## src/rtl/shifter_pkg.sv

```systemverilog
`default_nettype none
// ============================================================================
// Package     : shifter_pkg
// Description : Shared constants for the pipelined barrel shifter. Defines the
//               two-bit operation mode encoding used on the mode port and
//               carried down every pipeline stage.
// Revision    : 1.0 - initial release
// ============================================================================
package shifter_pkg;

  localparam logic [1:0] MODE_ROT  = 2'b00;  // rotate
  localparam logic [1:0] MODE_LSH  = 2'b01;  // logical shift
  localparam logic [1:0] MODE_ASH  = 2'b10;  // arithmetic shift
  localparam logic [1:0] MODE_PASS = 2'b11;  // pass-through

endpackage
`default_nettype wire

```

## src/rtl/shift_stage.sv

```systemverilog
`default_nettype none
// ============================================================================
// Module      : shift_stage
// Description : One pipeline stage of the barrel shifter. Shifts or rotates
//               the incoming item by DIST bits when its amount bit is set,
//               then registers the result together with the item's control
//               fields for the next stage.
// Ports       : clk, rst_n        - clock, asynchronous active-low reset
//               i_en              - global advance enable (low = hold)
//               i_flush           - synchronous clear of the valid bit
//               i_valid/i_data/i_amount/i_lr/i_mode - item entering the stage
//               o_valid/o_data/o_amount/o_lr/o_mode - registered item
// Revision    : 1.0 - initial release
// ============================================================================
module shift_stage
  import shifter_pkg::*;
#(
  parameter  int WIDTH = 8,
  parameter  int DIST  = 1,
  localparam int SHW   = $clog2(WIDTH)
) (
  input  logic             clk,
  input  logic             rst_n,
  input  logic             i_en,
  input  logic             i_flush,
  input  logic             i_valid,
  input  logic [WIDTH-1:0] i_data,
  input  logic [SHW-1:0]   i_amount,
  input  logic             i_lr,
  input  logic [1:0]       i_mode,
  output logic             o_valid,
  output logic [WIDTH-1:0] o_data,
  output logic [SHW-1:0]   o_amount,
  output logic             o_lr,
  output logic [1:0]       o_mode
);

  // Amount bit that selects this stage's distance.
  localparam int K = $clog2(DIST);

  logic             w_fill;
  logic [WIDTH-1:0] w_rot_l;
  logic [WIDTH-1:0] w_rot_r;
  logic [WIDTH-1:0] w_shl;
  logic [WIDTH-1:0] w_shr;
  logic [WIDTH-1:0] w_shift;

  logic             r_valid;
  logic [WIDTH-1:0] r_data;
  logic [SHW-1:0]   r_amount;
  logic             r_lr;
  logic [1:0]       r_mode;

  // Arithmetic right fills with the current MSB; an arithmetic right shift
  // never changes the MSB, so it still equals the original sign bit here.
  assign w_fill  = (i_mode == MODE_ASH) & i_data[WIDTH-1];
  assign w_rot_l = {i_data[WIDTH-DIST-1:0], i_data[WIDTH-1:WIDTH-DIST]};
  assign w_rot_r = {i_data[DIST-1:0], i_data[WIDTH-1:DIST]};
  assign w_shl   = {i_data[WIDTH-DIST-1:0], {DIST{1'b0}}};
  assign w_shr   = {{DIST{w_fill}}, i_data[WIDTH-1:DIST]};

  always_comb begin
    w_shift = i_data;
    if (i_amount[K]) begin
      case (i_mode)
        MODE_ROT: w_shift = i_lr ? w_rot_l : w_rot_r;
        MODE_LSH,
        MODE_ASH: w_shift = i_lr ? w_shl : w_shr;
        default:  w_shift = i_data;
      endcase
    end
  end

  always_ff @(posedge clk or negedge rst_n) begin
    if (!rst_n) begin
      r_valid  <= 1'b0;
      r_data   <= '0;
      r_amount <= '0;
      r_lr     <= 1'b0;
      r_mode   <= 2'b00;
    end else begin
      // Flush wins over the enable so it works even while stalled.
      if (i_flush) begin
        r_valid <= 1'b0;
      end else if (i_en) begin
        r_valid <= i_valid;
      end
      if (i_en) begin
        r_data   <= w_shift;
        r_amount <= i_amount;
        r_lr     <= i_lr;
        r_mode   <= i_mode;
      end
    end
  end

  assign o_valid  = r_valid;
  assign o_data   = r_data;
  assign o_amount = r_amount;
  assign o_lr     = r_lr;
  assign o_mode   = r_mode;

endmodule
`default_nettype wire

```

## src/rtl/pipelined_barrel_shifter.sv

```systemverilog
`default_nettype none
// ============================================================================
// Module      : pipelined_barrel_shifter
// Description : WIDTH-bit rotate / logical shift / arithmetic shift /
//               pass-through unit, pipelined with one stage per amount bit
//               (latency SHW, throughput one item per cycle). Valid/ready
//               handshake on both sides with a global stall and a
//               synchronous flush.
// Ports       : clk, rst_n         - clock, asynchronous active-low reset
//               flush              - clear all in-flight items next edge
//               in_valid, in_ready - input handshake
//               data_in, amount, lr, mode - operand and operation
//               out_valid, out_ready - output handshake
//               data_out           - result
// Revision    : 1.0 - initial release
// ============================================================================
module pipelined_barrel_shifter
  import shifter_pkg::*;
#(
  parameter  int WIDTH = 8,
  localparam int SHW   = $clog2(WIDTH)
) (
  input  logic             clk,
  input  logic             rst_n,
  input  logic             flush,
  input  logic             in_valid,
  output logic             in_ready,
  input  logic [WIDTH-1:0] data_in,
  input  logic [SHW-1:0]   amount,
  input  logic             lr,
  input  logic [1:0]       mode,
  output logic             out_valid,
  input  logic             out_ready,
  output logic [WIDTH-1:0] data_out
);

  // Index k is the input of stage k; index SHW is the last stage's output.
  logic             w_valid  [0:SHW];
  logic [WIDTH-1:0] w_data   [0:SHW];
  logic [SHW-1:0]   w_amount [0:SHW];
  logic             w_lr     [0:SHW];
  logic [1:0]       w_mode   [0:SHW];
  logic             w_en;
  logic [SHW+2:0]   w_unused_ctrl;

  // Global stall: everything advances unless a result is waiting unaccepted.
  // Depends only on registered state and out_ready, never on in_valid.
  assign w_en     = ~w_valid[SHW] | out_ready;
  assign in_ready = w_en;

  assign w_valid[0]  = in_valid;
  assign w_data[0]   = data_in;
  assign w_amount[0] = amount;
  assign w_lr[0]     = lr;
  assign w_mode[0]   = mode;

  generate
    for (genvar k = 0; k < SHW; k++) begin : g_stage
      shift_stage #(
        .WIDTH (WIDTH),
        .DIST  (1 << k)
      ) u_stage (
        .clk      (clk),
        .rst_n    (rst_n),
        .i_en     (w_en),
        .i_flush  (flush),
        .i_valid  (w_valid[k]),
        .i_data   (w_data[k]),
        .i_amount (w_amount[k]),
        .i_lr     (w_lr[k]),
        .i_mode   (w_mode[k]),
        .o_valid  (w_valid[k+1]),
        .o_data   (w_data[k+1]),
        .o_amount (w_amount[k+1]),
        .o_lr     (w_lr[k+1]),
        .o_mode   (w_mode[k+1])
      );
    end
  endgenerate

  // Control fields leaving the last stage have no further consumer.
  assign w_unused_ctrl = {w_amount[SHW], w_lr[SHW], w_mode[SHW]};

  assign out_valid = w_valid[SHW];
  assign data_out  = w_data[SHW];

endmodule
`default_nettype wire

```

## config.mk

```make
export PLATFORM = sky130hd
export DESIGN_NAME = pipelined_barrel_shifter
export DESIGN_NICKNAME = d
export VERILOG_FILES = /design/src/rtl/shifter_pkg.sv /design/src/rtl/shift_stage.sv /design/src/rtl/pipelined_barrel_shifter.sv
export SDC_FILE = /design/constraint.sdc
export NUM_CORES = 1
export LEC_CHECK = 0
export ABC_AREA = 1
export CAP_MARGIN = 20
export CELL_PAD_IN_SITES_DETAIL_PLACEMENT = 0
export CELL_PAD_IN_SITES_GLOBAL_PLACEMENT = 2
export CORE_UTILIZATION = 34
export CTS_BUF_LIST = sky130_fd_sc_hd__clkbuf_16
export CTS_CLUSTER_SIZE = 24
export DETAILED_ROUTE_END_ITERATION = 8
export GPL_ROUTABILITY_DRIVEN = 0
export PLACE_DENSITY_LB_ADDON = 0.3
export SYNTH_ARGS = -nofsm -noshare
export SYNTH_HDL_FRONTEND = slang
export SYNTH_SLANG_ARGS = --single-unit
export TNS_END_PERCENT = 50
```

## constraint.sdc

```tcl
create_clock -name clk -period 1.9 [get_ports clk]
set_input_delay 0.285 -clock clk [delete_from_list [all_inputs] [get_ports clk]]
set_output_delay 0.285 -clock clk [all_outputs]
set_load 0.005 [all_outputs]
```

After elaboration in Yosys (flattened, before gate mapping):

Cells that the tools add are included.

* word-level logic and storage cells: 47
* register bits after elaboration: 39
* output and inout port bits: 10
* input bits: 19

* reductions and logical operators: 7
* mux-type cells: 17
* equality and inequality tests: 6
* bitwise operators: 5

Operators by type and width (number)
* 8-bit two-way mux: 8
* 8-bit one-hot mux with 2 select lines: 3
* 2-bit by 1-bit equality test with 1-bit output (second input constant): 3
* 2-bit equality test (second input constant): 3
* 2-bit logical NOT: 3
* 1-bit two-way mux: 6
* 2-bit OR reduction: 3
* 1-bit bitwise AND: 3
* 2-bit nonzero test: 1
* 1-bit NOT: 1
* 1-bit bitwise OR: 1

Logic depth before layout (Yosys ltp):

* depth in word-level cells: 5
* gate-level depth with buffers: 8
* mapped depth without buffers: 8

Cells and area by module:

Synthesis repeated with hierarchy kept, for this count alone.

* cell total of the unflattened synthesis: 342
* area total of the unflattened synthesis: 2557.5 um^2

Modules (own cells, without submodules)
* shift_stage (g_stage[0].u_stage): area an instance 853.3 um^2, instances 1, cells an instance 109, seq. area each 375.4 um^2
* shift_stage (g_stage[2].u_stage): area an instance 852.1 um^2, instances 1, cells an instance 119, seq. area each 375.4 um^2
* shift_stage (g_stage[1].u_stage): area an instance 844.6 um^2, instances 1, cells an instance 112, seq. area each 375.4 um^2
* pipelined_barrel_shifter: area an instance 7.5 um^2, instances 1, cells an instance 2, seq. area each 0.0 um^2

Worst setup path after synthesis:

OpenSTA, ideal clock, no wires.

* path type: reg-to-reg
* from: register g_stage[0].u_stage.r_mode[1]
* to: register g_stage[1].u_stage.r_data[2]
* path buffers: 0
* slack: 681 ps
* required time: 1823 ps
* arrival time: 1141 ps
* library setup time: 77 ps
* period minus slack after synthesis: 1219 ps
* stages on the path, launching flop included: 7
* cells stage by stage: dfrtp_1 inv_1 ha_1 inv_1 a21oi_1 nand2_1 a21oi_1

* word-level cells in the longest chain between the ends: 4
* elaborated cells between the ends (all ways): 6
* classes of those cells: 2 x eq/ne; 2 x mux; 2 x reduce/logical

Ends and longest elaborated chain
* from (decl): RTL line shift_stage.sv:52 `logic [1:0] r_mode;`
* from (signal assigned): RTL line shift_stage.sv:92 `r_mode <= i_mode;`
* 2-bit by 1-bit equality test with 1-bit output / 2-bit equality test (equally long branches): RTL line shift_stage.sv:65 `case (i_mode)`
* 2-bit OR reduction: RTL line shift_stage.sv:65
* 8-bit one-hot mux with 2 select lines *: RTL line shift_stage.sv:65
* 8-bit two-way mux *: RTL line shift_stage.sv:64 `if (i_amount[K]) begin`
* to (signal assigned): RTL line shift_stage.sv:89 `r_data <= w_shift;`
* to (decl): RTL line shift_stage.sv:49 `logic [WIDTH-1:0] r_data;`

Every way passes the cells marked *; elsewhere a longest branch is shown, timed or not.
A chain may end at the register's enable or synchronous reset.

Final worst setup path:

* from: input out_ready
* to: output in_ready

* word-level cells in the longest chain between the ends: 1

Ends and longest elaborated chain
* from (decl): RTL line pipelined_barrel_shifter.sv:33 `input logic out_ready,`
* 1-bit bitwise OR: RTL line pipelined_barrel_shifter.sv:48 `assign w_en = ~w_valid[SHW] | out_ready;`
* to (decl): RTL line pipelined_barrel_shifter.sv:27 `output logic in_ready,`

No other way between the ends.

==> metrics <==
run status=finished, final reports clean; setup slack of the worst register-to-register path=approximately 0.45 ns; post-CTS resize count=0; final standard cell count with taps included and fillers excluded=384; pin count of the biggest net entering global routing=49; total via count in the routed design=1809; final setup skew=a little under 0.005 ns; vias per cell=4.71; antenna viol nets, final=0; placed cell count=376; overall routed net length=4710 µm; capturing point of the worst reg2reg path=g_stage[1].u_stage.o_data[5]$_DFFE_PN0P_; total setup buffers inserted after CTS=0; switching power total=about 0.62 mW; clock tree from TritonCTS=built; DPL Wire Length=3290 µm; number of H-tree levels=2; share of total power in sequential cells=0.409; post-synth design cell area=around 0.0021 mm²; ratio of cells with drive above 1 in the final layout=0.0777; overall track demand over capacity in global routing=0.170; TritonCTS Buffers=5; number of enable-type register cells in the synthesized netlist=0; yosys warns=0; VDD IR max=0.000543 V; worst slew margin relative to its limit=0.691; TritonRoute pass-1 iters=4; total overflow reported by the global router=0; net switching share of the total power=0.267; Final Hold Viols=0; number of DRC violations after detailed routing=0; number of hold buffers added after cts=0; pre-CTS setup slack=0.0680 ns; Tmin final=1.72 ns; prevailing post-synth register cell=sky130_fd_sc_hd__dfrtp_1; Worst-Skew Late Latency=0.28 ns; critical path startpoint category=input pin; CTS clk-pin slew, worst paths=0.05 ns; data required time at the worst endpoint=1.62 ns; count of filler cells inserted in the layout=610; die width=80.5 µm; final std cell area, no fill=~0.0026 mm²; number of endpoints failing setup at the final stage=0; initial antenna violation count=0; Initial Util=0.354; drt initial violations=88; maximum clock rate=581 MHz; number of global-route vias before repair=1826; area of the die=roughly 0.0065 mm²; Cell Area, Placed=0.00243 mm²; average cell area after synthesis=roughly 7.5 µm²; antenna diode instance count=0; share of the yosys chip area belonging to registers=0.430; Util after Layout=0.439; Yosys cell types=19; unrepaired setup endpoints after global routing=no; Internal Dissipation=1.70 mW; power density normalized to cell area=~900 mW/mm²; part of the total power dissipated in combinational logic=0.196; number of synthesized register bits=36; max capacitance violation total=0; Total Neg Setup Slack=0 ns; biggest fanout along the worst timing path=2; total count of max-transition violations in the final report=0; number of placed I/O pins=29; number of cells on the worst reg-to-reg path=6; wire length of the first global-routing pass=8410 µm; leak pwr=1.26 nW; IO buf count=28; critical path type=input pin to primary output; Gate Count Post-Synth=279; die span in y=80.5 µm; number of sinks on the clock net=36; Core ar.=roughly 0.0059 mm²; worst-margin pin slew=0.463 ns; Critical Path AT=approximately 1.4 ns; CTS root buffer=sky130_fd_sc_hd__clkbuf_16; reg2reg start=g_stage[0].u_stage.o_mode[1]$_DFFE_PN0P_; Mapped Nets=307; worst min-delay path category=input pin to asynchronous set/reset pin; post-synthesis async set-or-reset flop share=1.00; post-DR wirelength/cell=12.3 µm; Cell Rows=28; worst setup slack after layout=0.180 ns; crit path capture type=primary output; share of the cycle needed by the critical path after routing=0.905; nets=336; Syn-to-layout area delta=24.1%; part of the power in the clock network=0.395; maximum buffer depth of the clock tree=2
-- placed cells by master (no fill, tap or decap), drive strengths merged --
master	n
nand2	74
a21oi	40
dfrtp	36
inv	36
o21ai	28
clkdlybuf4s50	27
nor2	24
nand3	15
ha	9
a22oi	6
buf	6
clkbuf	5
a21o	1
bufinv	1
clkinv	1
-- worst max path at each step --
stage                                                  start                                  endpoint  depth (start not counted)
finish                                             out_ready                                  in_ready                          4
detailed placement                                   mode[0]  g_stage[0].u_stage.o_data[0]$_DFFE_PN0P_                          7
global route                                       out_ready                                  in_ready                          4
global placement                                     mode[0]  g_stage[0].u_stage.o_data[0]$_DFFE_PN0P_                          7
CTS                                                out_ready                                  in_ready                          4
floorplan           g_stage[0].u_stage.o_mode[1]$_DFFE_PN0P_  g_stage[1].u_stage.o_data[2]$_DFFE_PN0P_                          6
-- synth_stat cells, types with 2 or more instances --
master	n	area, µm²
sky130_fd_sc_hd__nand3_1	15	75.1
sky130_fd_sc_hd__inv_1	33	124
sky130_fd_sc_hd__buf_6	3	33.8
sky130_fd_sc_hd__a21oi_2	6	52.6
sky130_fd_sc_hd__o21ai_0	25	125
sky130_fd_sc_hd__a22oi_1	6	45.0
sky130_fd_sc_hd__a21oi_1	34	170
sky130_fd_sc_hd__ha_1	9	113
sky130_fd_sc_hd__nor2_1	22	82.6
sky130_fd_sc_hd__o21ai_1	3	15.0
sky130_fd_sc_hd__nand2_1	73	274
sky130_fd_sc_hd__dfrtp_1	36	901
sky130_fd_sc_hd__buf_4	2	15.0
sky130_fd_sc_hd__inv_2	2	7.51
sky130_fd_sc_hd__buf_2	6	30.0
-- cell type report --
cell class | instances | area (µm²) | share of cell area
clock inverters | 3 | 38.8 | 0.0149
inverters | 35 | 131 | 0.0506
repair buffers | 33 | 325 | 0.125
clock buffers | 5 | 125 | 0.0481
multi-input cells | 197 | 983 | 0.378
flip-flops and latches | 36 | 901 | 0.347
well taps | 75 | 93.8 | 0.0361
-- layer usage --
| metal | vias up | track usage | part of all wire |
|---|---|---|---|
| li1 | 955 | - | - |
| met1 | 807 | 0.202 | 0.47 |
| met2 | 38 | 0.294 | 0.47 |
| met3 | 9 | 0.0375 | 0.035 |
| met4 | 0 | 0.0661 | 0.025 |
| met5 | - | 0 | 0 |
-- stage by stage --
step	hold WS, ns	power [mW]
global route	0.102	2.46
floorplan	-0.0106	1.21
detailed placement	0.362	1.42
finish	0.0462	2.32
CTS	0.0666	2.35
global placement	0.361	1.42
-- power groups by stage --
stage,Combinational (mW),Clock [mW],Sequential (mW)
2_1_floorplan,0.267,0,0.944
3_3_place_gp,0.457,0,0.961
3_5_place_dp,0.458,0,0.960
4_1_cts,0.460,0.942,0.947
5_1_grt,0.526,0.976,0.962
6_report,0.453,0.915,0.948
-- sequential cells by signal (all words and copies together) (netlist names) --
name                      flops
g_stage.u_stage.o_data       24
g_stage.u_stage.o_valid       3
g_stage.u_stage.o_lr          2
g_stage.u_stage.o_amount      3
g_stage.u_stage.o_mode        4
-- worst max-delay path, stage by stage --
cell                              delay [ns]
sky130_fd_sc_hd__clkdlybuf4s50_1        0.44
sky130_fd_sc_hd__nor2_4                 0.21
sky130_fd_sc_hd__inv_2                  0.06
sky130_fd_sc_hd__clkdlybuf4s50_1        0.44
-- kinds of logic (layout without fill, tap and decap cells) --
| group | after synthesis | in the layout | synth area share |
|---|---|---|---|
| simple gates | 113 | 113 | 0.217 |
| compound gates | 75 | 75 | 0.198 |
| buf+inv | 46 | 76 | 0.100 |
| flops | 36 | 36 | 0.430 |
| fa+ha+maj | 9 | 9 | 0.0538 |
No activity file was read; power rests on OpenSTA's default activity.
